`src/rtl/seg_scan_mux.sv`:
```
`default_nettype none
// ============================================================================
// Module   : seg_scan_mux
// Brief    : Two-digit common-segment display scanner. Snapshots both
//            digit patterns once per frame, shows digit a then digit b on a
//            shared segment bus with active-low anode enables, and inserts
//            all-off dead time between digits to suppress ghosting.
//            Optional blink feature: define SEG_SCAN_BLINK_EN.
// Revision : 1.0 - initial release
// ============================================================================
module seg_scan_mux #(
    parameter int DIV         = 50000,  // cycles each digit is lit per frame
    parameter int BLANK_CYC   = 16,     // dead-time cycles between digits
    parameter int SEG_ACT_LOW = 1       // 1 = active-low segments
`ifdef SEG_SCAN_BLINK_EN
    ,
    parameter int BLINK_FRAMES = 256    // frames per blink phase
`endif
) (
    input  logic       clk,
    input  logic       reset,
`ifdef SEG_SCAN_BLINK_EN
    input  logic       blink,
`endif
    input  logic [6:0] seg_a,
    input  logic [6:0] seg_b,
    output logic [6:0] seg,
    output logic [1:0] an,
    output logic       frame_start
);

    // Dwell counter must hold the larger of the two dwell lengths (min 2).
    localparam int C_DW_MAX = (DIV > BLANK_CYC) ? ((DIV > 2) ? DIV : 2)
                                                : ((BLANK_CYC > 2) ? BLANK_CYC : 2);
    localparam int CNT_W    = $clog2(C_DW_MAX);

    localparam logic [CNT_W-1:0] C_SHOW_LAST  = CNT_W'(DIV - 1);
    localparam logic [CNT_W-1:0] C_BLANK_LAST = CNT_W'((BLANK_CYC > 0) ? BLANK_CYC - 1 : 0);

    localparam logic [1:0] C_SHOW_A   = 2'd0;
    localparam logic [1:0] C_BLANK_AB = 2'd1;
    localparam logic [1:0] C_SHOW_B   = 2'd2;
    localparam logic [1:0] C_BLANK_BA = 2'd3;

    // Without dead time, reset lands directly on a SHOW_A entry.
    localparam logic [1:0] C_RST_STATE = (BLANK_CYC == 0) ? C_SHOW_A : C_BLANK_BA;
    localparam logic [6:0] C_ALL_OFF   = (SEG_ACT_LOW != 0) ? 7'h7F : 7'h00;

`ifdef SEG_SCAN_BLINK_EN
    // Counter holds 1..BLINK_FRAMES once running; 0 only before the first frame.
    localparam int FC_W = $clog2(BLINK_FRAMES + 1);
    localparam logic [FC_W-1:0] C_FC_TOP = FC_W'(BLINK_FRAMES);
    localparam logic [FC_W-1:0] C_FC_RST = FC_W'((BLANK_CYC == 0) ? 1 : 0);
`endif

    // Map a logical pattern (1 = lit) onto the bus polarity.
    function automatic logic [6:0] pol(input logic [6:0] x);
        return (SEG_ACT_LOW != 0) ? ~x : x;
    endfunction

    logic [1:0]       state_q, state_d;
    logic [CNT_W-1:0] cnt_q, cnt_d;
    logic [6:0]       lat_a_q, lat_a_d;
    logic [6:0]       lat_b_q, lat_b_d;
    logic [6:0]       seg_q, seg_d;
    logic [1:0]       an_q, an_d;
    logic             frame_start_q, frame_start_d;
    logic             w_last;
    logic             w_enter_a;
    logic             w_dark;
`ifdef SEG_SCAN_BLINK_EN
    logic [FC_W-1:0]  frame_cnt_q, frame_cnt_d;
    logic             phase_q, phase_d;
`endif

    // State, dwell counter, snapshot and registered outputs.
    always_ff @(posedge clk) begin
        if (reset) begin
            state_q       <= C_RST_STATE;
            cnt_q         <= '0;
            lat_a_q       <= (BLANK_CYC == 0) ? seg_a : 7'h00;
            lat_b_q       <= (BLANK_CYC == 0) ? seg_b : 7'h00;
            an_q          <= (BLANK_CYC == 0) ? 2'b10 : 2'b11;
            seg_q         <= (BLANK_CYC == 0) ? pol(seg_a) : C_ALL_OFF;
            frame_start_q <= (BLANK_CYC == 0);
`ifdef SEG_SCAN_BLINK_EN
            frame_cnt_q   <= C_FC_RST;
            phase_q       <= 1'b0;
`endif
        end else begin
            state_q       <= state_d;
            cnt_q         <= cnt_d;
            lat_a_q       <= lat_a_d;
            lat_b_q       <= lat_b_d;
            an_q          <= an_d;
            seg_q         <= seg_d;
            frame_start_q <= frame_start_d;
`ifdef SEG_SCAN_BLINK_EN
            frame_cnt_q   <= frame_cnt_d;
            phase_q       <= phase_d;
`endif
        end
    end

    // Next state: leave each state after its dwell, snapshot on SHOW_A entry.
    always_comb begin
        state_d = state_q;
        w_last  = 1'b0;
        case (state_q)
            C_SHOW_A: begin
                w_last = (cnt_q == C_SHOW_LAST);
                if (w_last) state_d = (BLANK_CYC == 0) ? C_SHOW_B : C_BLANK_AB;
            end
            C_BLANK_AB: begin
                w_last = (cnt_q == C_BLANK_LAST);
                if (w_last) state_d = C_SHOW_B;
            end
            C_SHOW_B: begin
                w_last = (cnt_q == C_SHOW_LAST);
                if (w_last) state_d = (BLANK_CYC == 0) ? C_SHOW_A : C_BLANK_BA;
            end
            default: begin
                w_last = (cnt_q == C_BLANK_LAST);
                if (w_last) state_d = C_SHOW_A;
            end
        endcase

        cnt_d     = w_last ? '0 : cnt_q + 1'b1;
        w_enter_a = w_last && (state_d == C_SHOW_A);
        lat_a_d   = w_enter_a ? seg_a : lat_a_q;
        lat_b_d   = w_enter_a ? seg_b : lat_b_q;

`ifdef SEG_SCAN_BLINK_EN
        // The phase flips on the first SHOW_A entry after every
        // BLINK_FRAMES completed frames.
        frame_cnt_d = frame_cnt_q;
        phase_d     = phase_q;
        if (w_enter_a) begin
            if (frame_cnt_q == C_FC_TOP) begin
                frame_cnt_d = FC_W'(1);
                phase_d     = ~phase_q;
            end else begin
                frame_cnt_d = frame_cnt_q + 1'b1;
            end
        end
`endif
    end

    // Output decode of the upcoming state so outputs stay in step with it.
    always_comb begin
        w_dark = 1'b0;
`ifdef SEG_SCAN_BLINK_EN
        w_dark = blink && phase_d;
`endif
        an_d          = 2'b11;
        seg_d         = C_ALL_OFF;
        frame_start_d = w_enter_a;
        case (state_d)
            C_SHOW_A: begin
                if (!w_dark) begin
                    an_d  = 2'b10;
                    seg_d = pol(lat_a_d);
                end
            end
            C_SHOW_B: begin
                if (!w_dark) begin
                    an_d  = 2'b01;
                    seg_d = pol(lat_b_d);
                end
            end
            default: begin
                an_d  = 2'b11;
                seg_d = C_ALL_OFF;
            end
        endcase
    end

    assign seg         = seg_q;
    assign an          = an_q;
    assign frame_start = frame_start_q;

endmodule
`default_nettype wire

```
`config.mk`:
```
export PLATFORM = sky130hd
export DESIGN_NAME = seg_scan_mux
export DESIGN_NICKNAME = d
export VERILOG_FILES = /design/src/rtl/seg_scan_mux.sv
export SDC_FILE = /design/constraint.sdc
export NUM_CORES = 1
export LEC_CHECK = 0
export ABC_CLOCK_PERIOD_IN_PS = 1850
export BUFFER_PORTS_ARGS = -buffer_cell sky130_fd_sc_hd__buf_4
export CAP_MARGIN = 20
export CELL_PAD_IN_SITES_DETAIL_PLACEMENT = 1
export CELL_PAD_IN_SITES_GLOBAL_PLACEMENT = 2
export CORE_ASPECT_RATIO = 0.6
export CORE_MARGIN = 2
export CORE_UTILIZATION = 30
export CTS_CLUSTER_DIAMETER = 40
export CTS_CLUSTER_SIZE = 24
export DETAILED_ROUTE_END_ITERATION = 8
export GPL_ROUTABILITY_DRIVEN = 1
export PLACE_DENSITY = 0.74
export SLEW_MARGIN = 20
export SYNTH_ARGS = -nofsm -noshare
export SYNTH_HDL_FRONTEND = slang
export SYNTH_SLANG_ARGS = --single-unit
```
`constraint.sdc`:
```
create_clock -name clk -period 1.85 [get_ports clk]
set_input_delay 0.37 -clock clk [delete_from_list [all_inputs] [get_ports clk]]
set_output_delay 0.37 -clock clk [all_outputs]
set_load 0.02 [all_outputs]
```
# After elaboration in Yosys (flattened, before gate mapping)

Cells that the tools add are included.
W data, S select, Z words.

Flip-flop bits (word level): 42
Bits of input ports: 16
Logic and storage cells: 30

Add/sub/neg operators: 1
Equal/unequal tests: 5
Mux-type cells: 10
Bitwise gates (word level): 2
Reductions and logical operators: 5

Operator list:

| kind                    | count |
|---|---|
| $add A16 B1 Y16 const B | 1 |
| $eq A16 B16 Y1 const B  | 1 |
| $eq A16 B4 Y1 const B   | 1 |
| $mux W7                 | 2 |
| $not A7 Y7              | 2 |
| $pmux W7 S2             | 1 |
| $mux W2                 | 4 |
| $pmux W2 S3             | 1 |
| $eq A2 B2 Y1 const B    | 2 |
| $logic_not A2 Y1        | 2 |
| $pmux W2 S2             | 1 |
| $reduce_or A2 Y1        | 2 |
| $eq A2 B1 Y1 const B    | 1 |
| $logic_and A1 B1 Y1     | 1 |
| $mux W1                 | 1 |

# Logic depth before layout (Yosys ltp)

Depth in word-level cells: 8
Gate-level depth with buffers: 8
Depth with buffers taken out: 6

# Worst setup path after synthesis

OpenSTA, ideal clock, no wires.

Kind: register to register
From: reg cnt_q[0]
To: reg seg_q[4] (netlist: seg[4])
Library setup time: 0.120 ns
Arrival time: 1.802 ns
Data required time: 1.730 ns
Setup slack: -0.072 ns
Cell stages (with the launch flop): 8
Buffers on the path: 1
Cells stage by stage: dfxtp_1 -> ha_1 -> and3_1 -> nand3_2 -> nor3_4 -> buf_6 -> mux2i_1 -> a211o_1

Cells in the longest elaborated chain, start to end: 8
Elaborated cells between the ends (all ways): 16

RTL lines:

| element                                                | line     | text |
|---|---|---|
| start: declaration                                     | 62       | `logic [CNT_W-1:0] cnt_q, cnt_d;` |
| start signal: assignment                               | 92       | `cnt_q <= cnt_d;` |
| $eq A16 B4 Y1 / $eq A16 B16 Y1 (equally long branches) | -        |  |
| $mux W2, on equally long branches                      | -        |  |
| $pmux W2 S3                                            | 109      | `case (state_q)` |
| $logic_not A2 Y1                                       | 129, 158 |  |
| $logic_and A1 B1 Y1                                    | 129      | `w_enter_a = w_last && (state_d == C_SHOW_A);` |
| $mux W7, on equally long branches                      | 131, 130 |  |
| $not A7 Y7                                             | 58       | `return (SEG_ACT_LOW != 0) ? ~x : x;` |
| $pmux W7 S2 *                                          | 158      | `case (state_d)` |
| end signal: assignment                                 | 84       | `seg_q <= (BLANK_CYC == 0) ? pol(seg_a) : C_ALL_OFF;` |
| end signal: assignment                                 | 96       | `seg_q <= seg_d;` |
| end: declaration                                       | 65       | `logic [6:0] seg_q, seg_d;` |

Mark *: on every way between the ends. The rest lies on a longest branch, timed or not.
A chain may end at the register's enable or synchronous reset.

# Worst setup path after layout

From: reg cnt_q[4]
To: reg seg_q[6] (netlist: seg[6])

The elaborated chain is that of the path after synthesis.

==> impl_metrics.csv <==
group,metric,value,unit
power,pwr-share-seq,57.9,%
logic_synthesis,synth_edf_count,0,
drt,first_pass_iters,4,
power,p_comb_share,3.9,%
sta,setup_viol,2,
placed_design,pre_cts_ws,-20.9,ps
drt,via_count,1402,
logic_synthesis,synth-seq-area-share,50.6,%
cells_and_area,fin_nets,238,
sta,fmax,540,MHz
placed_design,dpl_cell_area,2010,um2
outcome,status,"finished, violations left",
drt,routedWlPerCell,15.6,um
outcome,violations,"negative setup slack",
drt,viasPerCell,4.87,
clock_tree,cts-root-buf,"clkbuf_8",
placed_design,portBuffers,25,
clock_tree,hold_buffers,0,
logic_synthesis,synth-seq-cells,42,
logic_synthesis,syn_inst,177,
grt,antenna_found_initial,0,
grt,grt.overflow.total,0,
power,swShare,21.4,%
setup_path,cp-end-kind,"flip-flop",
grt,grt_max_degree,21,
logic_synthesis,synth_ff_type,"dfxtp_1",
sta,rsz0062_at_grt,"yes",
placed_design,routabilityCongestion,0.845,
job,cap_violations,0,
clock_tree,htree_levels,2,
grt,first_global_vias,1398,
die,core-area,5200,um2
placed_design,dp.cells,271,
setup_path,cp-start-kind,"flip-flop",
clock_tree,cts_tree,"built",
sta,fin_skew,10.9,ps
die,die_w,100,um
cells_and_area,layoutNonFillerInstCount,288,
clock_tree,clock_latency,290,ps
power,p_leak,0.844,nW
logic_synthesis,syn_nets,194,
setup_path,path_cells,"nor4_4, nand3_4, nor3_4, buf_12, mux2i_4, a211o_1",
logic_synthesis,ys_types,34,
power,p_switching,0.338,mW
logic_synthesis,syn_area_per_cell,9.39,um2
setup_path,cp_slowest_cell,"nor4_4",
logic_synthesis,synth_warnings,0,
clock_tree,numCtsBuffers,5,
power,clock_power_share,38.2,%
drt,postRouteAntennaNets,0,
setup_path,cp.arrival,2030,ps
logic_synthesis,syn_area,1660,um2
drt,drc,0,
logic_synthesis,async_flop_share,0,%
setup_path,crit_type,"flip-flop to flip-flop",
die,rows,20,
sta,drv_slew,0,
grt,grt_pass1_wl,6.88,mm
sta,tightest_slew,452,ps
power,internal-power,1.24,mW
die,initial_core_util,31.9,%
cells_and_area,antenna-diode-count,0,
cells_and_area,areaGrowthSynthToFinish,39.2,%
sta,finalCritPeriodShare,100,%
hold_path,min_path_type,"input port to flip-flop",
setup_path,crit_path_max_incr_delay,360,ps
sta,hold_viol_final,0,
drt,drt_iter0_drc,35,
drt,finalWirelength,4.50,mm
grt,grt_util_all_layers,15.0,%
die,die_area,6170,um2
setup_path,required,2020,ps
clock_tree,cts_buffer_depth,2,
clock_tree,cts.clk_slew.worst_paths,80,ps
clock_tree,cts_sinks,42,
sta,min_period,1850,ps
die,die_y,61.7,um
power,power_density,683,nW/um2
die,io_pins,26,
placed_design,hpwl,3.02,mm
cells_and_area,postLayoutCellArea,2310,um2
sta,setup_ws,-2.06,ps
cells_and_area,drive_above_1_share,35.1,%
setup_path,cp_max_fo,6,
sta,relSlewSlack,69.6,%
power,ir_worst_vdd,0.255,mV
-- final timing paths --
check | depth (start not counted) | startpoint | endpoint | slack [ps]
worst max-delay path | 6 | cnt_q[4] | seg[6] | -2
worst min-delay path | 3 | seg_b[4] | lat_b_q[4] | 340
worst max register to register | 6 | cnt_q[4] | seg[6] | -2
worst min register to register | 1 | cnt_q[0] | cnt_q[0] | 460
-- cells in the final DEF (no fill, tap or decap), types with 3 or more instances in the layout --
| master | synthesis | layout |
|---|---|---|
| dfxtp_2 | 0 | 4 |
| xnor2_1 | 7 | 7 |
| o22ai_1 | 5 | 4 |
| dfxtp_1 | 42 | 38 |
| a211o_1 | 5 | 5 |
| nand2b_1 | 3 | 3 |
| a21oi_1 | 7 | 5 |
| xor2_1 | 7 | 7 |
| nor3_1 | 4 | 3 |
| nor2_1 | 33 | 33 |
| buf_4 | 0 | 41 |
| clkbuf_8 | 0 | 6 |
| nand4_1 | 3 | 3 |
| nand2_1 | 15 | 14 |
| nand3_1 | 6 | 6 |
| mux2i_2 | 0 | 5 |
| mux2i_4 | 0 | 3 |
-- cell type report --
cell class                      count  area, um2
Sequential cell                    42        846
Clock inverter                      1       5.00
Inverter                            3       11.3
Multi-Input combinational cell    125        920
Tap cell                           66       82.6
Fill cell                         604       2890
Timing Repair Buffer               44        364
Clock buffer                        7       86.3
-- state kept, by name, summed over array words and instances (netlist names) --
register and flops:
cnt_q 16, lat_a_q 7, lat_b_q 7, seg 7, an 2, state_q 2
frame_start 1
-- metal layers --
layer  global-route usage [%]  routed length (um)
met4                     5.48                  42
met3                     4.09                 185
met1                     19.7                2260
met2                     24.4                2010
met5                        0                   0
-- power by group through the flow --
stage,logic [mW],clock network (mW),registers [mW]
floorplan,0.0221,0,0.937
global placement,0.0551,0,0.936
detailed placement,0.0575,0,0.937
CTS,0.0578,0.624,0.915
global route,0.0678,0.671,0.917
finish,0.0614,0.605,0.916
-- cell families after synthesis --
| kind of cell | synth area share (%) |
|---|---|
| buffers and inverters | 2.78 |
| XOR/XNOR | 7.37 |
| flip-flops | 50.6 |
| AND/OR/NAND/NOR | 23.5 |
| AO/OA/AOI/OAI | 9.63 |
| multiplexers | 5.42 |
| adder cells (fa/ha/maj) | 0.752 |
-- Yosys cell counts, types with 2 or more instances --
library cell  instances  area, um2
a211o_1               5       43.8
a21oi_1               7       35.0
and3_1                4       25.0
clkbuf_1              5       18.8
dfxtp_1              42        841
inv_1                 2       7.51
mux2i_1               9       90.1
nand2_1              15       56.3
nand2b_1              3       18.8
nand3_1               6       30.0
nand4_1               3       18.8
nor2_1               33        124
nor3_1                4       20.0
o21ai_0               2       10.0
o22ai_1               5       31.3
o32a_1                2       20.0
xnor2_1               7       61.3
xor2_1                7       61.3
-- stage by stage --
| stage | total power [mW] | setup TNS, ps | hold WS, ps | util, % |
|---|---|---|---|---|
| 4_1_cts | 1.60 | 0 | 342 | 40.8 |
| 6_report | 1.58 | -3.15 | 340 | 44.5 |
| 5_1_grt | 1.66 | -901 | 339 | 44.5 |
| 3_3_place_gp | 0.992 | 0 | 439 | 38.7 |
| 3_5_place_dp | 0.994 | -24.5 | 449 | 38.7 |
| 2_1_floorplan | 0.959 | 0 | 432 | - |
-- critical path, delay by kind of cell, from the launching register on --
family / cells / cell delay (ps)
muxes: 1 / 70
and+or+nand+nor: 3 / 830
AOI/OAI and AO/OA: 1 / 300
buffers and inverters: 1 / 190
DFF: 1 / 340
-- repair_timing --
item                       4_1_cts  5_1_grt
setup endpoints to repair        5       21
buffers inserted                 1        7
resized for setup                4       22
gates cloned                     0        1
pin swaps                        3       15
No activity file was read; power rests on OpenSTA's default activity.
